**config.mk**
```make
export PLATFORM = sky130hd
export DESIGN_NAME = mem_boot_loader
export DESIGN_NICKNAME = d
export VERILOG_FILES = /design/src/rtl/mem_boot_pkg.sv /design/src/rtl/mem_boot_loader.sv
export SDC_FILE = /design/constraint.sdc
export NUM_CORES = 1
export LEC_CHECK = 0
export ABC_AREA = 1
export CAP_MARGIN = 15
export CORE_MARGIN = 1
export CORE_UTILIZATION = 52
export DETAILED_ROUTE_END_ITERATION = 12
export MAX_ROUTING_LAYER = met4
export PLACE_DENSITY = 0.78
export SYNTH_ARGS = -nofsm -noshare
export SYNTH_HDL_FRONTEND = slang
export SYNTH_SLANG_ARGS = --single-unit
```
**constraint.sdc**
```tcl
create_clock -name clk -period 6.5 [get_ports clk]
set_clock_uncertainty 0.15 [all_clocks]
set_input_delay 1.625 -clock clk [delete_from_list [all_inputs] [get_ports clk]]
set_output_delay 1.625 -clock clk [all_outputs]
set_load 0.05 [all_outputs]
```
**src/rtl/mem_boot_pkg.sv**
```systemverilog
// rtl/mem_boot_pkg.sv - shared widths and FSM state codes for the boot loader
package mem_boot_pkg;

  localparam int MEM_DATA_W = 16;
  localparam int BYTE_W     = 8;
  localparam int STATE_W    = 4;

  localparam logic [STATE_W-1:0] S_IDLE    = 4'd0;
  localparam logic [STATE_W-1:0] S_LEN_HI  = 4'd1;
  localparam logic [STATE_W-1:0] S_LEN_LO  = 4'd2;
  localparam logic [STATE_W-1:0] S_DATA_HI = 4'd3;
  localparam logic [STATE_W-1:0] S_DATA_LO = 4'd4;
  localparam logic [STATE_W-1:0] S_WRITE   = 4'd5;
  localparam logic [STATE_W-1:0] S_CSUM    = 4'd6;
  localparam logic [STATE_W-1:0] S_FIN     = 4'd7;
  localparam logic [STATE_W-1:0] S_ERR     = 4'd8;

endpackage

```
**src/rtl/mem_boot_loader.sv**
```systemverilog
// rtl/mem_boot_loader.sv - streams a length-prefixed byte image into the 16-bit program memory
// Optional trailing XOR checksum byte enabled by MEM_BOOT_CHECKSUM_EN.
module mem_boot_loader
  import mem_boot_pkg::*;
#(
  parameter int                ADDR_W    = 12,
  parameter logic [ADDR_W-1:0] BASE_ADDR = '0
) (
  input  logic                  clk,
  input  logic                  rst,
  input  logic                  start,
  input  logic                  rx_valid,
  input  logic [BYTE_W-1:0]     rx_data,
  output logic                  rx_ready,
  output logic                  MemWrite,
  output logic [ADDR_W-1:0]     Address,
  output logic [MEM_DATA_W-1:0] WriteData,
  output logic                  busy,
  output logic                  done,
  output logic                  error,
  output logic [ADDR_W:0]       words_loaded
);

  logic [STATE_W-1:0]    state;
  logic [BYTE_W-1:0]     len_hi;
  logic [MEM_DATA_W-1:0] len;
  logic [MEM_DATA_W-1:0] len_in;
  logic [ADDR_W:0]       words_next;
  logic                  xfer;
  logic                  too_big;
  logic                  last_word;

`ifdef MEM_BOOT_CHECKSUM_EN
  localparam logic [STATE_W-1:0] S_TAIL = S_CSUM;
  logic [BYTE_W-1:0] csum;
`else
  localparam logic [STATE_W-1:0] S_TAIL = S_FIN;
`endif

  // Ready is a pure function of state so the host handshake has no combinational loop.
  always_comb begin
    rx_ready = (state == S_LEN_HI) || (state == S_LEN_LO) ||
               (state == S_DATA_HI) || (state == S_DATA_LO) ||
               (state == S_CSUM);
    MemWrite = (state == S_WRITE);
  end

  assign xfer       = rx_valid && rx_ready;
  assign len_in     = {len_hi, rx_data};
  assign too_big    = 32'(len_in) > (32'd1 << ADDR_W);
  assign words_next = words_loaded + 1'b1;
  assign last_word  = 32'(words_next) == 32'(len);

  always_ff @(posedge clk or posedge rst) begin
    if (rst) begin
      state        <= S_IDLE;
      len_hi       <= '0;
      len          <= '0;
      Address      <= BASE_ADDR;
      WriteData    <= '0;
      busy         <= 1'b0;
      done         <= 1'b0;
      error        <= 1'b0;
      words_loaded <= '0;
    end else begin
      case (state)
        S_IDLE: begin
          if (start) begin
            done         <= 1'b0;
            error        <= 1'b0;
            words_loaded <= '0;
            Address      <= BASE_ADDR;
            busy         <= 1'b1;
            state        <= S_LEN_HI;
          end
        end
        S_LEN_HI: begin
          if (xfer) begin
            len_hi <= rx_data;
            state  <= S_LEN_LO;
          end
        end
        S_LEN_LO: begin
          if (xfer) begin
            len <= len_in;
            if (len_in == '0) begin
              state <= S_TAIL;
            end else if (too_big) begin
              state <= S_ERR;
            end else begin
              state <= S_DATA_HI;
            end
          end
        end
        S_DATA_HI: begin
          if (xfer) begin
            WriteData[15:8] <= rx_data;
            state           <= S_DATA_LO;
          end
        end
        S_DATA_LO: begin
          if (xfer) begin
            WriteData[7:0] <= rx_data;
            state          <= S_WRITE;
          end
        end
        S_WRITE: begin
          // Address wraps naturally at the memory depth; wrap is a legal image layout.
          Address      <= Address + 1'b1;
          words_loaded <= words_next;
          state        <= last_word ? S_TAIL : S_DATA_HI;
        end
`ifdef MEM_BOOT_CHECKSUM_EN
        S_CSUM: begin
          if (xfer) begin
            state <= (rx_data == csum) ? S_FIN : S_ERR;
          end
        end
`endif
        S_FIN: begin
          done  <= 1'b1;
          busy  <= 1'b0;
          state <= S_IDLE;
        end
        S_ERR: begin
          error <= 1'b1;
          busy  <= 1'b0;
          state <= S_IDLE;
        end
        default: state <= S_IDLE;
      endcase
    end
  end

`ifdef MEM_BOOT_CHECKSUM_EN
  // Running XOR covers data bytes only, never the length header.
  always_ff @(posedge clk or posedge rst) begin
    if (rst) begin
      csum <= '0;
    end else if (state == S_IDLE && start) begin
      csum <= '0;
    end else if (xfer && (state == S_DATA_HI || state == S_DATA_LO)) begin
      csum <= csum ^ rx_data;
    end
  end
`endif

endmodule

```
==> impl_metrics.ini <==
[outcome]
status = finished with violations
violations = design-rule violations

[die]
start_util = 0.5455
die_w_um = 84.08
io_pins = 58
die_h_um = 84.08
die-area_um2 = 7069
core-area_um2 = 6422
rows = 29

[detailed_routing]
drt_iter0_markers = 236
ant_nets = 0
drt_wl_total_um = 8113
vias = 3171
viasPerCell = 5.458
drc = 10
first_pass_iters = 12
wl_per_cell_um = 13.96

[layout]
multiInputGateArea_um2 = 1456
fillers = 526
nNetsFinal = 513
drive_gt1_frac = 0.05952
diodes = 0
syn_to_final_growth_pct = 24.96
ff_latch_area_um2 = 1802

[sta]
slew_headroom = 0.4554
hold_violations = 0
finalCriticalPeriod_ns = 4.084
slew_viol_final = 0
tightest_slew_ns = 0.8150
fmax_ghz = 0.2449
min_period_over_period = 0.6283
setup_viol = 0
rsz0062_at_grt = false
setup_tns_ns = 0

[worst_setup_path]
critPathLaunchType = register
cp-end-kind = output port
critical_path_class = register to output port
worst-path-max-fanout = 17
cp.arrival_ns = 2.31
worstPathRequired_ns = 4.72

[global_routing]
grt.overflow.total = 0
grt_pass1_wl_um = 13970
grt_pass1_vias = 3021
grt_max_degree = 54
grt_usage = 0.2612
antenna_found_initial = 0

[clock_tree]
cts_buffers = 9
clock_path_buffers = 2
htree_num_levels = 3
root_buffer = clkbuf_8
post_cts_resized = 0
clk_pin_slew_worst_paths_ns = 0.08
clock_sinks = 72
cts-hold-fix-buffers = 0
cts_tree = yes
post_cts_buffers = 0
clk_latency_ns = 0.35

[placement]
io_buffer_count = 57
place_hpwl_um = 5928
place_congestion = 0.8872

[power]
powerDensity_nw_per_um2 = 458.3
ir_drop_uv = 363.1
total_power_w = 0.002006
leakagePower_nw = 1.989

[worst_hold_path]
hold_class = register to register

[yosys]
synth_seq_cells = 72
yosysTopAreaCell = dfrtp_1
synth_area_leaders = dfrtp_1 (51%), nand2_1 (14%), o21ai_1 (5.3%)
synth_top_cells_by_count = nand2_1 (133), dfrtp_1 (72), inv_1 (48)
ys_seq_area_frac = 0.5143
yosys_warnings = 0
syn_area_um2 = 3503
async_flop_share = 1.000
synth_flop_cell = dfrtp_1
synth.net_count = 453
syn-mean-instance-area_um2 = 7.980
synth_cell_types = 37
postSynthCellCount = 439
synth_top_area_frac = 0.5143
synth_enable_flop_cells = 0
synthMostInstantiatedCell = nand2_1

[flow_run]
drv_cap = 0
logic make-up after synthesis:
family | after synthesis | synth area share
AO/OA/AOI/OAI | 77 | 0.1221
XOR/XNOR | 3 | 0.01143
flip-flops | 72 | 0.5143
multiplexers | 3 | 0.008929
adder cells (fa/ha/maj) | 2 | 0.007142
buffers and inverters | 63 | 0.07000
AND/OR/NAND/NOR | 219 | 0.2661
area by class of cell:
class,instances,area share
sequential,72,0.4115
multi-input combinational,304,0.3327
timing repair buffer,58,0.1320
inverter,54,0.04630
clock buffer,10,0.02915
clock inverter,6,0.02629
tap,77,0.02201
layout by cell type, fill, tap and decap left out, types with 3 or more instances in the layout:
cell and n:
nand2_1 133, dfrtp_1 72, clkdlybuf4s50_1 57, inv_1 47, o21ai_1 37, nor2_1 33
nand3_1 30, o21ai_0 13, a21oi_1 11, clkbuf_8 9, inv_2 7, o22ai_1 7
nand4_1 5, nand3b_1 5, nor3_1 4, bufinv_16 3
routing by layer:
metal	wire [um]	track usage	vias up
met4	105	0.1003	0
li1	-	-	1560
met5	0	-	-
met2	3796	0.4009	128
met1	3691	0.3447	1474
met3	519	0.05143	9
where the power goes:
group | internal (W) | switching [W] | total, W
logic | 0.000286 | 0.000585 | 0.000871
registers | 0.000594 | 0.000106 | 0.000700
clock network | 0.000258 | 0.000178 | 0.000436
metrics by stage:
step	cell area [um2]	std cells	hold WS, ns	utilization	setup WS [ns]
after detailed placement	4135	565	0.3169	0.6439	2.792
final	4378	581	0.3314	0.6817	2.416
after CTS	4378	581	0.3371	0.6817	2.416
after floorplan	3503	439	0.3051	-	2.900
after global routing	4378	581	0.3663	0.6817	2.324
after global placement	4135	565	0.3051	0.6439	2.826
registers in the layout, indices dropped and copies added (netlist names):
register,count
Address,12
WriteData,16
busy,1
done,1
error,1
len,16
len_hi,8
state,4
words_loaded,13
critical path: stages (launching register included):
cell,delay (ns)
dfrtp_1,0.41
inv_1,0.15
nand2_2,0.11
nor2_4,0.39
clkdlybuf4s50_1,0.89
final timing paths:
check | startpoint | cells after the start | to | slack (ns)
setup / recovery | state[1] | 4 | MemWrite | 2.42
hold / removal | done | 2 | done | 0.33
setup reg to reg | state[0] | 7 | Address[1] | 4.13
hold reg to reg | done | 2 | done | 0.33
max in group asynchronous | rst | 3 | Address[0] | 3.76
min in group asynchronous | rst | 2 | WriteData[7] | 1.42
(Power assumes the default switching activity.)
